[src/rtl/alu_sram_seq.sv]
// Block sequencer: streams operand pairs out of the 1rw SRAM through the
// combinational ALU and writes each result back, four cycles per element.
module alu_sram_seq #(
    parameter int width_p      = 8,
    parameter int addr_width_p = 9,
    parameter int len_width_p  = 8
) (
    input  logic                    clk_i,
    input  logic                    reset_n_i,
    input  logic                    cmd_v_i,
    output logic                    cmd_ready_o,
    input  logic [1:0]              cmd_op_i,
    input  logic [addr_width_p-1:0] cmd_src_i,
    input  logic [addr_width_p-1:0] cmd_dst_i,
    input  logic [len_width_p-1:0]  cmd_len_i,
    input  logic                    abort_i,
    output logic                    busy_o,
    output logic                    done_o,
    output logic                    aborted_o,
    output logic [len_width_p-1:0]  elems_done_o,
    output logic [1:0]              alu_sel_o,
    output logic [width_p-1:0]      alu_a_o,
    output logic [width_p-1:0]      alu_b_o,
    input  logic [width_p-1:0]      alu_res_i,
    output logic                    sram_ce_o,
    output logic                    sram_we_o,
    output logic [addr_width_p-1:0] sram_addr_o,
    output logic [width_p-1:0]      sram_wd_o,
    output logic [width_p-1:0]      sram_wmask_o,
    input  logic [width_p-1:0]      sram_rd_i
);

    typedef enum logic [2:0] {IDLE, RD_A, RD_B, CAP, WR, DONE} state_e;

    state_e                  state, state_n;
    logic [width_p-1:0]      a_r, b_r;
    logic [len_width_p-1:0]  k, k_next, len_r;
    logic [1:0]              op_r;
    logic [addr_width_p-1:0] src_r, dst_r, addr_a;
    logic                    abort_pend, last;

    // Operand A of element k lives at src+2k, B right after it; wraps modulo 2^addr_width_p.
    assign k_next = k + len_width_p'(1);
    assign last   = (k_next == len_r);
    assign addr_a = src_r + addr_width_p'({k, 1'b0});

    assign alu_sel_o    = op_r;
    assign alu_a_o      = a_r;
    assign alu_b_o      = b_r;
    assign sram_wmask_o = '1;

    always_ff @(posedge clk_i or negedge reset_n_i) begin
        if (!reset_n_i) state <= IDLE;
        else            state <= state_n;
    end

    always_comb begin
        state_n     = state;
        cmd_ready_o = 1'b0;
        busy_o      = 1'b1;
        done_o      = 1'b0;
        aborted_o   = 1'b0;
        sram_ce_o   = 1'b0;
        sram_we_o   = 1'b0;
        sram_addr_o = '0;
        sram_wd_o   = '0;
        case (state)
            IDLE: begin
                cmd_ready_o = 1'b1;
                busy_o      = 1'b0;
                if (cmd_v_i) state_n = (cmd_len_i == '0) ? DONE : RD_A;
            end
            RD_A: begin
                sram_ce_o   = 1'b1;
                sram_addr_o = addr_a;
                state_n     = RD_B;
            end
            RD_B: begin
                sram_ce_o   = 1'b1;
                sram_addr_o = addr_a + addr_width_p'(1);
                state_n     = CAP;
            end
            CAP: state_n = WR;
            WR: begin
                sram_ce_o   = 1'b1;
                sram_we_o   = 1'b1;
                sram_addr_o = dst_r + addr_width_p'(k);
                sram_wd_o   = alu_res_i;
                state_n     = (last || abort_pend) ? DONE : RD_A;
            end
            DONE: begin
                done_o    = 1'b1;
                aborted_o = abort_pend;
                state_n   = IDLE;
            end
            default: state_n = IDLE;
        endcase
    end

    // Abort is only recorded while elements are in flight, so it never leaks into IDLE/DONE.
    always_ff @(posedge clk_i or negedge reset_n_i) begin
        if (!reset_n_i) begin
            a_r          <= '0;
            b_r          <= '0;
            k            <= '0;
            op_r         <= '0;
            src_r        <= '0;
            dst_r        <= '0;
            len_r        <= '0;
            abort_pend   <= 1'b0;
            elems_done_o <= '0;
        end else begin
            if (state == IDLE && cmd_v_i) begin
                op_r         <= cmd_op_i;
                src_r        <= cmd_src_i;
                dst_r        <= cmd_dst_i;
                len_r        <= cmd_len_i;
                k            <= '0;
                elems_done_o <= '0;
                abort_pend   <= 1'b0;
            end
            if (abort_i && (state == RD_A || state == RD_B || state == CAP || state == WR))
                abort_pend <= 1'b1;
            if (state == RD_B) a_r <= sram_rd_i;
            if (state == CAP)  b_r <= sram_rd_i;
            if (state == WR) begin
                elems_done_o <= k_next;
                if (!(last || abort_pend)) k <= k_next;
            end
        end
    end

endmodule

[config.mk]
export PLATFORM = sky130hd
export DESIGN_NAME = alu_sram_seq
export DESIGN_NICKNAME = d
export VERILOG_FILES = /design/src/rtl/alu_sram_seq.sv
export SDC_FILE = /design/constraint.sdc
export NUM_CORES = 1
export LEC_CHECK = 0
export CAP_MARGIN = 0
export CORE_MARGIN = 2
export CORE_UTILIZATION = 33
export CTS_BUF_LIST = sky130_fd_sc_hd__clkbuf_8
export CTS_CLUSTER_DIAMETER = 120
export DETAILED_ROUTE_END_ITERATION = 10
export GPL_TIMING_DRIVEN = 0
export REMOVE_ABC_BUFFERS = 1
export SYNTH_ARGS = -nofsm -noshare
export SYNTH_HDL_FRONTEND = slang
export SYNTH_SLANG_ARGS = --single-unit
[constraint.sdc]
create_clock -name clk_i -period 4.9 [get_ports clk_i]
set_input_delay 1.47 -clock clk_i [delete_from_list [all_inputs] [get_ports clk_i]]
set_output_delay 1.47 -clock clk_i [all_outputs]
set_load 0.02 [all_outputs]
==> results by group, run 1 <==
Cells and area
  – Filler cell count: approximately 1100
  – Multi-input gate area in the final layout: roughly 2100 um2
  – Most frequent cells in the layout: nand2_1 (125), clkdlybuf4s50_1 (90), dfrtp_1 (64), nor2_1 (21), o21ai_0 (21)
  – Share of cells above drive strength 1: 0.06119
  – Diodes inserted: 0
  – Net count of the finished layout: 586
  – Final standard cell area without fillers: around 5100 um2
  – Area Growth Syn to Fin: 33.52%
  – Sequential cell area: 1602 um2
  – Most common cell after layout, fill and taps aside: nand2_1

Timing
  – Clk_skew: around 0.005 ns
  – Share of the clock period used by the worst path: 0.9597
  – Final Critical Period: roughly 4.7 ns
  – Number of setup violations in the final report: 0
  – Setup repair after global routing missed its margin: no
  – Tightest hold margin: 0.4761 ns
  – Worst setup margin: between 0.15 and 0.2 ns
  – Final hold violation count: 0
  – Worst slew margin relative to its limit: 0.2170
  – Fmax: approximately 210 MHz
  – Setup TNS: 0 ns
  – Worst-Margin Slew: roughly 1.2 ns
  – Final number of max-transition violations: 0

Run status
  – Result of the run: finished, final reports clean

Place
  – HPWL after DPL: 7072 um
  – Final weighted congestion of routability-driven global placement: a little over 0.8
  – Area post-placement: about 4900 um2
  – Total of buffers placed on input and output ports: between 90 and 100
  – Worst Setup Slack post-DPL: between 0.2 and 0.25 ns

Floorplanning
  – Die Outline Area: 12450 um2
  – Core Box Area: roughly 11000 um2
  – IO Pins: between 100 and 150
  – X dimension of the die: ~110 um
  – Starting Density: 0.3359
  – Number of placement rows: 39
  – Vertical die dimension: between 100 and 150 um

Drt
  – Number of vias in the routed layout: between 3000 and 4000
  – Final ANT Viol Nets: 0
  – Iteration-0 DRC Markers: between 80 and 90
  – Detailed Route WL: about 10000 um
  – Routed wire length per instance: roughly 15 um
  – 1st-pass router iterations: 4
  – Vias per inst: approximately 4.7
  – Count of unresolved DRC violations after routing: 0

Hold path
  – Kind of path behind the tightest hold check: flop to flop

Power
  – Leakage: 2.414 nW
  – Peak VDD IR: approximately 280 uV
  – Final total power: about 2.8 mW
  – Cell area power density: between 500 and 600 nW/um2

Global route
  – Number of antenna violations at the first check in global routing: 0
  – Maximum number of pins on one net before global-route repair: 65
  – Total gr overflow: 0
  – Vias in the first global route: around 3300
  – GRT Total Usage: 0.1623
  – First-pass GRT wire length: roughly 16000 um

Synthesis
  – Syn Std Cell Area: 3819 um2
  – Area share of and/or/nand/nor cells after synthesis: 0.2353
  – Synthesized flop and latch total: 64
  – Top-area cell type share of the netlist area: 0.4194
  – Post-synthesis cell type count: 51
  – Flip-flop cell with the highest count after synthesis: dfrtp_1
  – Synth Area in Compound Gates: 0.1212
  – Count of flip-flops with a built-in enable after synthesis: 0
  – YS warnings: 0
  – Post-synthesis instance total: approximately 430
  – Fraction of the mapped netlist area in adder cells: 0.06619
  – Sequential-to-total area share from yosys stat: 0.4194
  – Yosys top cell by area: dfrtp_1
  – Avg Cell Area, Syn: about 8.8 um2
  – Post-synthesis share of cell area spent on xor and xnor gates: 0.07798
  – Asr flop ratio synth: 1.000
  – Main combinational cell family by area after synthesis: simple AND/OR/NAND/NOR gates
  – Post-synthesis mux area share: 0.03440
  – Ranking of synthesized cells by area: dfrtp_1 (42%), nand2_1 (12%), ha_1 (5.6%), xnor2_1 (4.6%), xor2_1 (3.2%)

Clock network
  – Post-CTS Setup Bufs: 0
  – H-tree levels: 3
  – Clock Sinks: 64
  – Buffer levels on the longest clock path: 2
  – Cts bufs inserted: 9
  – Skew-Pair Late Insertion Delay: 0.34 ns
  – TritonCTS clock tree: yes
  – Reg clk slew, reported paths: ~0.070 ns
  – Cell chosen for the clock root: clkbuf_8

Critical path
  – Maximum fanout along the worst path: 9
  – Endpoint class of the critical path: primary output
  – Category of the worst setup path launch point: flop
  – Worst endpoint data arrival time: ~3.2 ns
  – WP data required: about 3.4 ns
  – Kind of critical path: flop to primary output

Run
  – Number of violations of the max-capacitance limit: 0
[final cells by class]
| cell class | instances | area share |
|---|---|---|
| multi-input cells | 342 | 0.4066 |
| flip-flops and latches | 64 | 0.3141 |
| repair buffers | 97 | 0.1936 |
| clock buffers | 13 | 0.03509 |
| well taps | 143 | 0.03509 |
| clock inverters | 2 | 0.01178 |
| inverters | 5 | 0.003681 |
[stage by stage]
stage,utilization,instances
2_1_floorplan,-,411
3_3_place_gp,0.4251,650
3_5_place_dp,0.4273,651
4_1_cts,0.4480,666
5_1_grt,0.4484,666
6_report,0.4484,666
[flip-flops by register name (all words and copies together), names as in the netlist]
| register | cells |
|---|---|
| elems_done_o | 8 |
| state | 3 |
| src_r | 9 |
| dst_r | 9 |
| len_r | 8 |
| alu_sel_o | 2 |
| alu_a_o | 8 |
| alu_b_o | 8 |
| abort_pend | 1 |
| k | 8 |
[synth_stat cells (5+ instances only)]
library cell	n
ha_1	17
xor2_1	14
inv_1	5
a21oi_1	9
a21o_1	8
and2_1	12
mux2_2	8
clkbuf_1	15
a22oi_1	6
o21ai_0	21
xnor2_1	20
dfrtp_1	64
nor2_1	21
buf_4	10
nand3_1	11
nor3_1	5
nand2_1	125
[worst paths after layout]
check / startpoint / cells after the start / end / slack (ns)
hold reg to reg: alu_sel_o[1] / 2 / alu_sel_o[1] / 0.48
hold / removal: alu_sel_o[1] / 2 / alu_sel_o[1] / 0.48
setup / recovery: k[0] / 10 / sram_addr_o[8] / 0.20
max in group asynchronous: reset_n_i / 1 / k[2] / 3.15
setup reg to reg: k[1] / 8 / k[6] / 2.10
min in group asynchronous: reset_n_i / 1 / alu_b_o[7] / 1.22
[critical path: stages, from the launching register on]
cell	delay [ns]
dfrtp_1	0.52
ha_1	0.31
fa_1	0.43
a211oi_1	0.26
o21bai_1	0.11
a21oi_1	0.18
xnor2_1	0.20
and4_1	0.26
xnor2_1	0.06
o21ai_0	0.20
dlygate4sd2_1	0.36
[where the power goes]
group / internal (mW) / leakage (nW) / switching (mW)
registers: 0.730 / 0.812 / 0.167
logic: 0.629 / 1.48 / 0.772
clock network: 0.340 / 0.122 / 0.206
[per-layer routing]
| metal | wire, um | up-vias | track usage |
|---|---|---|---|
| li1 | - | 1612 | - |
| met1 | 4370 | 1448 | 0.1940 |
| met2 | 4642 | 81 | 0.2789 |
| met3 | 474 | 16 | 0.04083 |
| met4 | 235 | 0 | 0.06831 |
| met5 | 0 | - | 0 |
[kinds of logic (layout without fill, tap and decap cells)]
family,Yosys count,after routing
xor gates and xnor gates,34,34
other,1,8
DFF,64,64
muxes,12,12
buffers and inverters,33,117
and+or+nand+nor,201,201
adders and majority gates,19,19
AOI/OAI and AO/OA,68,68
[what timing repair did]
item	4_1_cts	5_1_grt
hold buffers	0	0
gates resized for setup	3	2
endpoints found under the hold margin	0	0
endpoints found under the setup margin	3	2
cloned	0	0
Note: power is estimated with default switching activity, not from simulation.
==> inputs of run 2 (changes only) <==
- clock period: 4.9 -> 4.94 ns (I/O delays scaled with it)
==> results by group, run 2 (synthesis gave the netlist of run 1 again) <==
Cells and area
  – Most frequent cells in the layout: nand2_1 (125), clkdlybuf4s50_1 (90), dfrtp_1 (63), nor2_1 (21), o21ai_0 (21)
  – Most common cell after layout, fill and taps aside: nand2_1
  – Diodes inserted: 0
  – Final standard cell area without fillers: approximately 5000 um2
  – Largest registers: dst_r (9), src_r (9)
  – Area Growth Syn to Fin: 33.65%
  – Net count of the finished layout: between 500 and 600
  – Share of cells above drive strength 1: 0.06310
  – Utilization of the core after routing: 0.4489

Critical path
  – Gate family responsible for the most delay along the worst path: compound AO/OA/AOI/OAI gates
  – Reg2reg end: k[6]
  – Worst endpoint data arrival time: around 3.2 ns
  – Endpoint class of the critical path: primary output
  – Reg2reg setup slack: ~2.2 ns
  – Stage delay of the slowest cell on the critical path: 0.52 ns
  – Kind of critical path: flop to primary output
  – Start of the worst register-to-register path: k[0]
  – Maximum fanout along the worst path: 9
  – Crit-path cells: ha_1 > fa_1 > a211oi_1 > o21bai_1 > a21oi_1 > xnor2_1 > and4_1 > xnor2_1 > o21ai_0 > dlygate4sd2_1
  – CP most frequent cell: xnor2_1
  – WP data required: 3.46 ns
  – Category of the worst setup path launch point: flop
  – Number of buffers and inverters on the critical path: 1
  – Crit path max-delay cell type: dfrtp_1
  – Worst r2r path cells: 8

Global route
  – Total gr overflow: 0
  – Number of antenna violations at the first check in global routing: 0
  – Maximum number of pins on one net before global-route repair: 65
  – Vias in the first global route: around 3300
  – First-pass GRT wire length: around 16000 um
  – GRT Total Usage: 0.1624

Power
  – Peak VDD IR: ~280 uV
  – Leakage: 2.424 nW
  – Cell area power density: approximately 550 nW/um2

Place
  – Final weighted congestion of routability-driven global placement: around 0.82
  – Total of buffers placed on input and output ports: 96
  – Area post-placement: 4858 um2
  – HPWL after DPL: 7072 um

Hold path
  – Kind of path behind the tightest hold check: flop to flop
  – Worst hold stages: 2
  – Start point of the worst hold path: alu_sel_o[1]
  – Worst min-delay path endpoint: alu_sel_o[1]

Clock network
  – Buffer levels on the longest clock path: 2
  – Cell chosen for the clock root: clkbuf_8
  – Cts bufs inserted: 9
  – Clock Sinks: 64
  – Reg clk slew, reported paths: roughly 0.07 ns
  – Skew-Pair Late Insertion Delay: between 0.3 and 0.4 ns
  – H-tree levels: 3
  – Post-CTS Setup Bufs: 0
  – TritonCTS clock tree: yes

Floorplanning
  – Starting Density: 0.3359
  – IO Pins: 105
  – X dimension of the die: roughly 110 um
  – Vertical die dimension: between 100 and 150 um
  – Number of placement rows: 39
  – Die Outline Area: 12450 um2
  – Core Box Area: about 11000 um2

Drt
  – 1st-pass router iterations: 4
  – Routed wire length per instance: roughly 15 um
  – Number of vias in the routed layout: around 3100
  – Iteration-0 DRC Markers: slightly above 90
  – Vias per inst: 4.727
  – Final ANT Viol Nets: 0
  – Count of unresolved DRC violations after routing: 0
  – Detailed Route WL: around 9700 um

Timing
  – Final number of max-transition violations: 0
  – Worst-Margin Slew: approximately 1.2 ns
  – Clk_skew: approximately 0.005 ns
  – Number of setup violations in the final report: 0
  – Setup TNS: 0 ns
  – Setup repair after global routing missed its margin: no
  – Final Critical Period: 4.714 ns
  – Final hold violation count: 0
  – Worst slew margin relative to its limit: 0.2092
  – Share of the clock period used by the worst path: 0.9543
  – Fmax: roughly 210 MHz

Run status
  – Result of the run: finished, final reports clean

Run
  – Number of violations of the max-capacitance limit: 0
==> run 2: power by group <==
part	internal (mW)	switching, mW	total [mW]
registers	0.725	0.166	0.891
clock network	0.337	0.204	0.541
logic	0.626	0.766	1.39
==> run 2: worst max path at each step <==
stage / startpoint / end / slack [ns] / depth (start not counted)
floorplan: k[0] / sram_addr_o[8] / 0.90 / 9
global route: k[0] / sram_addr_o[8] / 0.04 / 10
detailed placement: k[0] / sram_addr_o[8] / 0.28 / 10
global placement: reset_n_i / elems_done_o[2] / 0.17 / 1
finish: k[0] / sram_addr_o[8] / 0.23 / 10
CTS: k[0] / sram_addr_o[7] / 0.009 / 9
==> run 2: worst reg2reg max path: stages, from the launching register on <==
cell	delay, ns
dfrtp_1	0.58
ha_1	0.32
xor2_1	0.23
xnor2_1	0.16
nand2_1	0.07
a211o_1	0.33
o21ai_4	0.43
mux2_1	0.37
a21o_1	0.18
==> run 2: area by class of cell <==
type                    count  area (um2)
fillers                  1124        6266
multi-input cells         342        2073
flip-flops and latches     64        1603
repair buffers             97       991.0
clock buffers              13       178.9
well taps                 143       178.9
clock inverters             2       60.06
inverters                   5       18.77
==> run 2: through the flow <==
stage	setup slack (ns)	total power [mW]	hold WS (ns)	cells
after floorplan	0.9005	1.716	0.4497	411
after global placement	0.1722	2.269	0.4573	650
after detailed placement	0.2773	2.311	0.4632	651
after CTS	0.008719	2.860	0.4800	666
after global routing	0.03562	3.035	0.5104	666
final	0.2259	2.824	0.4762	666
==> run 2: repair_timing <==
action                                 4_1_cts  5_1_grt
pin swaps                                    0        0
setup endpoints to repair                    2        3
gates resized for setup                      2        4
hold buffers                                 0        0
endpoints found under the hold margin        0        0
==> run 2: per-layer routing <==
layer,up-vias,part of all wire,global-route usage
met5,-,0,0
met3,16,0.047,0.04083
met1,1443,0.45,0.1940
met4,0,0.024,0.06831
li1,1614,-,-
met2,75,0.48,0.2793
